===== config.mk =====
export PLATFORM = sky130hd
export DESIGN_NAME = float_adder_arbiter_flat
export DESIGN_NICKNAME = d
export VERILOG_FILES = /design/src/rtl/float_adder_arbiter_if.sv /design/src/rtl/float_adder_arbiter.sv /design/src/flat_wrapper.sv
export SDC_FILE = /design/constraint.sdc
export NUM_CORES = 1
export LEC_CHECK = 0
export ABC_AREA = 0
export BUFFER_PORTS_ARGS = -buffer_cell sky130_fd_sc_hd__buf_2
export CORE_AREA = 2 2 157 159
export DETAILED_ROUTE_END_ITERATION = 6
export DIE_AREA = 0 0 159 161
export PLACE_DENSITY = 0.6
export RECOVER_POWER = 50
export REMOVE_ABC_BUFFERS = 1
export SYNTH_ARGS = -nofsm -noshare
export SYNTH_HDL_FRONTEND = slang
export SYNTH_SLANG_ARGS = --single-unit

===== constraint.sdc =====
create_clock -name clk_i -period 4.4 [get_ports clk_i]
set_clock_uncertainty 0.15 [all_clocks]
set_input_delay 0.66 -clock clk_i [delete_from_list [all_inputs] [get_ports clk_i]]
set_output_delay 0.66 -clock clk_i [all_outputs]
set_load 0.01 [all_outputs]

===== src/rtl/float_adder_arbiter_if.sv =====
// Requester, response and adder-side signals of float_adder_arbiter.
// slave: the arbiter's view; master: the requester/consumer/adder side.
interface float_adder_arbiter_if #(
  parameter int N_REQ = 4,
  parameter int ID_W  = $clog2(N_REQ)
);
  logic [N_REQ-1:0]    req_valid_i;
  logic [N_REQ-1:0]    req_ready_o;
  logic [32*N_REQ-1:0] req_a_i;
  logic [32*N_REQ-1:0] req_b_i;
  logic                rsp_valid_o;
  logic                rsp_ready_i;
  logic [31:0]         rsp_sum_o;
  logic [ID_W-1:0]     rsp_id_o;
  logic                fa_start_o;
  logic [31:0]         fa_a_o;
  logic [31:0]         fa_b_o;
  logic                fa_busy_i;
  logic [31:0]         fa_sum_i;

  modport slave (
    input  req_valid_i, req_a_i, req_b_i, rsp_ready_i, fa_busy_i, fa_sum_i,
    output req_ready_o, rsp_valid_o, rsp_sum_o, rsp_id_o, fa_start_o, fa_a_o, fa_b_o
  );

  modport master (
    output req_valid_i, req_a_i, req_b_i, rsp_ready_i, fa_busy_i, fa_sum_i,
    input  req_ready_o, rsp_valid_o, rsp_sum_o, rsp_id_o, fa_start_o, fa_a_o, fa_b_o
  );
endinterface


===== src/rtl/float_adder_arbiter.sv =====
// Shares one multi-cycle float adder among N_REQ requesters, one operation at a time.
// Define FLOAT_ARB_ROUND_ROBIN_EN for round-robin grants; otherwise lowest index wins.
//
// state       | meaning
// S_IDLE      | waiting for a valid request while the adder is idle; grant issued here
// S_LAUNCH    | one-cycle start pulse to the adder
// S_WAIT_ACK  | waiting for the adder to raise busy
// S_WAIT_DONE | adder busy; sum captured on the first idle cycle
// S_RESP      | response held until the consumer takes it
module float_adder_arbiter #(
  parameter int N_REQ = 4,
  parameter int ID_W  = $clog2(N_REQ)
) (
  input logic                  clk_i,
  input logic                  rst_i,
  float_adder_arbiter_if.slave bus
);
  typedef enum logic [2:0] {S_IDLE, S_LAUNCH, S_WAIT_ACK, S_WAIT_DONE, S_RESP} state_t;

  state_t           r_state;
  state_t           w_next;
  logic [ID_W-1:0]  w_gnt;
  logic [ID_W-1:0]  r_id;
  logic             w_any;
  logic             w_accept;
  logic [31:0]      w_a;
  logic [31:0]      w_b;
  logic [31:0]      r_a;
  logic [31:0]      r_b;
  logic [31:0]      r_sum;
  logic [N_REQ-1:0] w_ready;

`ifdef FLOAT_ARB_ROUND_ROBIN_EN
  logic [ID_W-1:0] r_ptr;
  logic [ID_W-1:0] w_idx;

  // r_ptr is the first index searched: one past the last granted requester
  always_comb begin
    w_any = 1'b0;
    w_gnt = '0;
    w_idx = '0;
    for (int i = N_REQ - 1; i >= 0; i--) begin
      w_idx = ID_W'((int'(r_ptr) + i) % N_REQ);
      if (bus.req_valid_i[w_idx]) begin
        w_any = 1'b1;
        w_gnt = w_idx;
      end
    end
  end

  always_ff @(posedge clk_i or posedge rst_i) begin
    if (rst_i)
      r_ptr <= '0;
    else if (w_accept)
      r_ptr <= (w_gnt == ID_W'(N_REQ - 1)) ? '0 : w_gnt + ID_W'(1);
  end
`else
  always_comb begin
    w_any = 1'b0;
    w_gnt = '0;
    for (int i = N_REQ - 1; i >= 0; i--) begin
      if (bus.req_valid_i[i]) begin
        w_any = 1'b1;
        w_gnt = ID_W'(i);
      end
    end
  end
`endif

  // A busy adder (e.g. still draining after our reset) blocks new grants
  assign w_accept = (r_state == S_IDLE) && w_any && !bus.fa_busy_i && !rst_i;

  always_comb begin
    w_ready = '0;
    w_a     = '0;
    w_b     = '0;
    for (int i = 0; i < N_REQ; i++) begin
      if (ID_W'(i) == w_gnt) begin
        w_a = bus.req_a_i[32*i +: 32];
        w_b = bus.req_b_i[32*i +: 32];
      end
    end
    if (w_accept) w_ready[w_gnt] = 1'b1;
  end

  always_ff @(posedge clk_i or posedge rst_i) begin
    if (rst_i) r_state <= S_IDLE;
    else       r_state <= w_next;
  end

  always_comb begin
    w_next = r_state;
    case (r_state)
      S_IDLE:      if (w_accept) w_next = S_LAUNCH;
      S_LAUNCH:    w_next = S_WAIT_ACK;
      S_WAIT_ACK:  if (bus.fa_busy_i) w_next = S_WAIT_DONE;
      S_WAIT_DONE: if (!bus.fa_busy_i) w_next = S_RESP;
      S_RESP:      if (bus.rsp_ready_i) w_next = S_IDLE;
      default:     w_next = S_IDLE;
    endcase
  end

  always_ff @(posedge clk_i or posedge rst_i) begin
    if (rst_i) begin
      r_a   <= '0;
      r_b   <= '0;
      r_id  <= '0;
      r_sum <= '0;
    end else begin
      if (w_accept) begin
        r_a  <= w_a;
        r_b  <= w_b;
        r_id <= w_gnt;
      end
      if (r_state == S_WAIT_DONE && !bus.fa_busy_i) r_sum <= bus.fa_sum_i;
    end
  end

  assign bus.req_ready_o = w_ready;
  assign bus.fa_start_o  = (r_state == S_LAUNCH);
  assign bus.fa_a_o      = r_a;
  assign bus.fa_b_o      = r_b;
  assign bus.rsp_valid_o = (r_state == S_RESP);
  assign bus.rsp_sum_o   = r_sum;
  assign bus.rsp_id_o    = r_id;
endmodule


===== src/flat_wrapper.sv =====
// flat-port wrapper written by rule: the top's interface ports become plain ports
module float_adder_arbiter_flat 
#(
  parameter int N_REQ = 4,
  parameter int ID_W  = $clog2(N_REQ)
)
  (clk_i, rst_i, bus_req_valid_i, bus_req_a_i, bus_req_b_i, bus_rsp_ready_i, bus_fa_busy_i, bus_fa_sum_i, bus_req_ready_o, bus_rsp_valid_o, bus_rsp_sum_o, bus_rsp_id_o, bus_fa_start_o, bus_fa_a_o, bus_fa_b_o);
  float_adder_arbiter_if #(.N_REQ(N_REQ), .ID_W(ID_W)) bus_i ();
  input logic clk_i;
  input logic rst_i;
  input wire logic [$bits(bus_i.req_valid_i)-1:0] bus_req_valid_i;
  input wire logic [$bits(bus_i.req_a_i)-1:0] bus_req_a_i;
  input wire logic [$bits(bus_i.req_b_i)-1:0] bus_req_b_i;
  input wire logic [$bits(bus_i.rsp_ready_i)-1:0] bus_rsp_ready_i;
  input wire logic [$bits(bus_i.fa_busy_i)-1:0] bus_fa_busy_i;
  input wire logic [$bits(bus_i.fa_sum_i)-1:0] bus_fa_sum_i;
  output wire logic [$bits(bus_i.req_ready_o)-1:0] bus_req_ready_o;
  output wire logic [$bits(bus_i.rsp_valid_o)-1:0] bus_rsp_valid_o;
  output wire logic [$bits(bus_i.rsp_sum_o)-1:0] bus_rsp_sum_o;
  output wire logic [$bits(bus_i.rsp_id_o)-1:0] bus_rsp_id_o;
  output wire logic [$bits(bus_i.fa_start_o)-1:0] bus_fa_start_o;
  output wire logic [$bits(bus_i.fa_a_o)-1:0] bus_fa_a_o;
  output wire logic [$bits(bus_i.fa_b_o)-1:0] bus_fa_b_o;
  assign bus_i.req_valid_i = bus_req_valid_i;
  assign bus_i.req_a_i = bus_req_a_i;
  assign bus_i.req_b_i = bus_req_b_i;
  assign bus_i.rsp_ready_i = bus_rsp_ready_i;
  assign bus_i.fa_busy_i = bus_fa_busy_i;
  assign bus_i.fa_sum_i = bus_fa_sum_i;
  assign bus_req_ready_o = bus_i.req_ready_o;
  assign bus_rsp_valid_o = bus_i.rsp_valid_o;
  assign bus_rsp_sum_o = bus_i.rsp_sum_o;
  assign bus_rsp_id_o = bus_i.rsp_id_o;
  assign bus_fa_start_o = bus_i.fa_start_o;
  assign bus_fa_a_o = bus_i.fa_a_o;
  assign bus_fa_b_o = bus_i.fa_b_o;
  float_adder_arbiter #(.N_REQ(N_REQ), .ID_W(ID_W)) u_core (.clk_i(clk_i), .rst_i(rst_i), .bus(bus_i));
endmodule

* Word level (Yosys, flattened, before mapping)
Cells that the tools add are included.
** Storage, ports and cells
- Flip-flop bits (word level) :: 101
- Input port bits :: 296
- Output and inout bits :: 104
- Logic and storage cells :: 52
** Operators by class
- Magnitude comparators :: 2
- Equality and inequality tests :: 11
- Mux-type cells :: 24
- Reduce and logical (&&, ||, !) cells :: 10
** Operator list (number)
- 32-bit two-way mux :: 8
- 3-bit one-hot mux with 5 select lines :: 1
- 3-bit two-way mux :: 4
- 2-bit two-way mux :: 4
- 3-bit by 2-bit equality test with 1-bit output (second input constant) :: 2
- 2-bit != test (second input constant) :: 3
- 1-bit logical AND :: 5
- 1-bit two-way mux :: 5
- 2-bit equality test (first input constant) :: 2
- 4-bit two-way mux :: 1
- 4-bit AND reduction :: 1
- 3-bit by 1-bit equality test with 1-bit output (second input constant) :: 1
- 3-bit equality test (second input constant) :: 1
- 3-bit logical NOT :: 1
- 2-bit by 3-bit less-than comparator with 1-bit output (second input constant) :: 1
- 1-bit demux with 2-bit select :: 1
- 1-bit by 2-bit equality test with 1-bit output (first input constant) :: 1
- 2-bit by 1-bit >= comparator with 1-bit output (second input constant) :: 1
- 1-bit logical NOT :: 2
- 2-bit logical NOT :: 1
- 2-bit by 1-bit != test with 1-bit output (second input constant) :: 1

* Logic depth before layout (Yosys ltp)
- Word-level depth :: 9
- Mapped depth :: 7
- Gate-level depth less buffers :: 4

* Least setup slack after synthesis
OpenSTA, ideal clock, no wires.
- Path kind :: input port to output port
- Start point :: input port bus_req_valid_i[2]
- End point :: output port bus_req_ready_o[2]
- Data arrival time :: 1.695 ns
- Required time :: 3.590 ns
- Slack :: 1.895 ns
- Cell stages on the path :: 5
- Path buffers :: 3
- Cell sequence :: clkbuf_1 -> clkbuf_1 -> clkbuf_1 -> nand2_1 -> nor2_1
** On the way
- Word-level cells in the longest chain between the ends :: 8
- Elaborated cells between the ends (all ways) :: 15
- Classes of those cells :: order compare (2); mux (9); reduce/logical (4)
** Ends and longest elaborated chain
- start: declaration :: RTL line flat_wrapper.sv:11 : input wire logic [$bits(bus_i.req_valid_i)-1:0] bus_req_valid_i;
- 2-bit two-way mux (3 in series) :: RTL line float_adder_arbiter.sv:62 : if (bus.req_valid_i[i]) begin
- 2-bit by 3-bit less-than comparator with 1-bit output (implied by the code) / 2-bit by 1-bit >= comparator with 1-bit output (equally long branches) :: RTL line float_adder_arbiter.sv:83 : if (w_accept) w_ready[w_gnt] = 1'b1;
- 1-bit logical AND (implied by the code) :: RTL line float_adder_arbiter.sv:83
- 1-bit two-way mux (implied by the code) :: RTL line float_adder_arbiter.sv:83
- 1-bit demux with 2-bit select
- 4-bit two-way mux (*) :: RTL line float_adder_arbiter.sv:83
- end: declaration :: RTL line flat_wrapper.sv:17 : output wire logic [$bits(bus_i.req_ready_o)-1:0] bus_req_ready_o;
Every way passes the cells marked *; elsewhere a longest branch is shown, timed or not.

* Worst setup path in the final report
- Start point :: input port bus_req_valid_i[2]
- End point :: output port bus_req_ready_o[3]
The elaborated chain is that of the path after synthesis.

==> impl_metrics.json <==
{
  "cp_slowest_cell": "buf_2",
  "ant_nets": 0,
  "ys_types": 31,
  "multiInputGateArea_sq_um": 3002,
  "grtUsageTotal_pct": 18.10,
  "cts_inserted_buffers": 9,
  "cellPowerDensity_nw_per_um2": 502.9,
  "syn_area_per_cell_sq_um": 10.48,
  "rsz0062_at_grt": "false",
  "final_nets": 1209,
  "dp_slack_ns": 1.275,
  "synth_edf_count": 0,
  "grt_pass1_vias": 6436,
  "rows": 57,
  "diodes": 0,
  "critPathLaunch": "bus_req_valid_i[2]",
  "final-seq-area_sq_um": 2527,
  "setup_tns_ns": 0,
  "worstPathArrival_ns": 2.14,
  "core-area_sq_um": 23960,
  "fin_crit_ns": 2.948,
  "crit_type": "input pin to output port",
  "cp_max_fo": 34,
  "irDropWorstVdd_mv": 0.2790,
  "antenna_found_initial": 1,
  "portBuffers": 399,
  "fin_ws_ns": 1.452,
  "clock-sinks": 101,
  "p_leak_uw": 0.003817,
  "period_share_pct": 67.01,
  "cp-start-kind": "input pin",
  "hold_path.startpoint": "u_core.bus.fa_b_o[11]",
  "outcome": "finished with violations",
  "synthCells": 555,
  "drive_above_1_share_pct": 45.86,
  "area_growth_pct": 42.71,
  "hold_buffers": 0,
  "hold_viol_final": 0,
  "h-tree-depth": 3,
  "total_power_uw": 4174,
  "slew_viol_final": 34,
  "slew-limit-headroom_pct": -17.10,
  "gr-total-overflow": 0,
  "ys.warnings.count": 0,
  "grt_pass1_wl_mm": 36.60,
  "post_cts_resized": 0,
  "clk_pin_slew_ns": 0.08,
  "fmax_mhz": 339.2,
  "rr_startpoint": "u_core.r_state[2]",
  "violations": "capacitance limit, slew limit",
  "dr.pass1.iters": 7,
  "syn_area_sq_um": 5816,
  "routedWlPerCell_um": 19.42,
  "tightest_slew_ns": 1.756,
  "initial_core_util_pct": 24.27,
  "routed_wirelength_mm": 24.12,
  "hpwlAfterDp_mm": 17.56,
  "cp_cell_sequence": "buf_2 -> nor2_1 -> nand3_2 -> buf_4 -> nor2_1 -> buf_2",
  "required_ns": 3.59,
  "dr.first_iter.drc_count": 440,
  "io_pins": 400,
  "async_flop_share_pct": 100.0,
  "clk_path_buf_depth": 2,
  "cts_tree": "yes",
  "maxCapViolCount": 1,
  "ys_seq_area_share_pct": 43.46,
  "clkLatencyLatePin_ns": 0.35,
  "slowest_delay_ns": 0.53,
  "grt_max_degree": 53,
  "cts-root-buf": "clkbuf_16",
  "setup_violations": 0,
  "ys_ff_latch": 101,
  "dr_total_vias": 6336,
  "hp-class": "flip-flop to flip-flop",
  "die_area_sq_um": 25600,
  "via_per_inst": 5.101,
  "drc": 0,
  "die_w_um": 159,
  "die_h_um": 161,
  "place_congestion": 0.8868,
  "postCtsSetupBuffers": 0,
  "synth_ff_type": "dfrtp_1",
  "n_fill_cell": 2553,
  "cp-end-kind": "output port"
}
-- registers in the layout, summed over array words and instances, names as in the netlist --
| register | flops |
|---|---|
| u_core.bus.fa_a_o | 32 |
| u_core.bus.fa_b_o | 32 |
| u_core.bus.rsp_id_o | 2 |
| u_core.bus.rsp_sum_o | 32 |
| u_core.r_state | 3 |
-- through the flow --
stage	hold WS (ns)	area, sq um	utilization [%]	cells
4_1_cts	0.1673	8368	34.92	1242
3_3_place_gp	0.3176	8064	33.65	1226
6_report	0.3405	8299	34.63	1242
2_1_floorplan	0.3215	5507	-	488
5_1_grt	0.3548	8299	34.63	1242
3_5_place_dp	0.3193	8064	33.65	1226
-- cell type report --
class                           instances  share of cell area [%]
Timing Repair Buffer                  414                   24.63
Inverter                                4                  0.1960
Tap cell                              324                   4.885
Clock buffer                           10                   2.880
Multi-Input combinational cell        383                   36.17
Clock inverter                          6                  0.7840
Sequential cell                       101                   30.45
-- layout by cell type (no fill, tap or decap), drive strengths merged, types with 3 or more instances in the layout --
master   instances
a211o           64
nand2b          64
buf            362
o21ai           64
inv              6
mux2            32
clkinv           3
clkbuf          62
o2bb2ai         64
nor2            10
a32oi           64
dfrtp          101
-- worst max-delay path, delay by kind of cell --
family | cells | cell delay, ns
buffers and inverters | 3 | 1.02
and+or+nand+nor | 3 | 0.44
-- layer usage --
| metal | up-vias | wire (um) | GRT usage (%) |
|---|---|---|---|
| met4 | 2 | 388 | 5.165 |
| met1 | 3062 | 9476 | 21.59 |
| met5 | - | 13 | 0 |
| met3 | 28 | 2045 | 4.879 |
| li1 | 2890 | - | - |
| met2 | 354 | 12190 | 32.08 |
-- cells by family (layout without fill, tap and decap cells) --
| kind of cell | after synthesis | after routing | synth area share [%] |
|---|---|---|---|
| compound gates | 264 | 264 | 35.78 |
| buf+inv | 71 | 434 | 5.572 |
| flops | 101 | 101 | 43.46 |
| mux | 32 | 32 | 6.196 |
| simple gates | 87 | 87 | 8.993 |
-- synth_stat cells, types with 4 or more instances --
| library cell | number | area, sq um |
|---|---|---|
| dfrtp_1 | 101 | 2527 |
| a211o_1 | 64 | 560.5 |
| a32oi_1 | 64 | 560.5 |
| nand2b_1 | 64 | 400.4 |
| o2bb2ai_1 | 64 | 560.5 |
| clkbuf_1 | 55 | 206.5 |
| o21ai_0 | 53 | 265.3 |
| mux2_2 | 32 | 360.4 |
| o21ai_1 | 11 | 55.05 |
| nor2_1 | 10 | 37.54 |
| buf_6 | 7 | 78.83 |
| buf_2 | 4 | 20.02 |
| inv_1 | 4 | 15.01 |
-- worst paths after layout --
check | endpoint | slack [ns] | depth (start not counted)
min in group asynchronous | u_core.bus.rsp_sum_o[9] | 0.49 | 2
max reg2reg | u_core.bus.rsp_sum_o[4] | 1.63 | 3
min reg2reg | u_core.bus.fa_b_o[11] | 0.34 | 1
max in group asynchronous | u_core.bus.fa_a_o[4] | 2.47 | 3
max | bus_req_ready_o[3] | 1.45 | 6
min | u_core.bus.fa_b_o[11] | 0.34 | 1
-- where the power goes --
| part | switching [uW] | internal, uW | leakage (uW) | total [uW] |
|---|---|---|---|---|
| Clock | 415 | 418 | 0.000150 | 833 |
| Sequential | 285 | 1390 | 0.00125 | 1680 |
| Combinational | 854 | 808 | 0.00242 | 1660 |
Power figures use the tool's default switching activity.
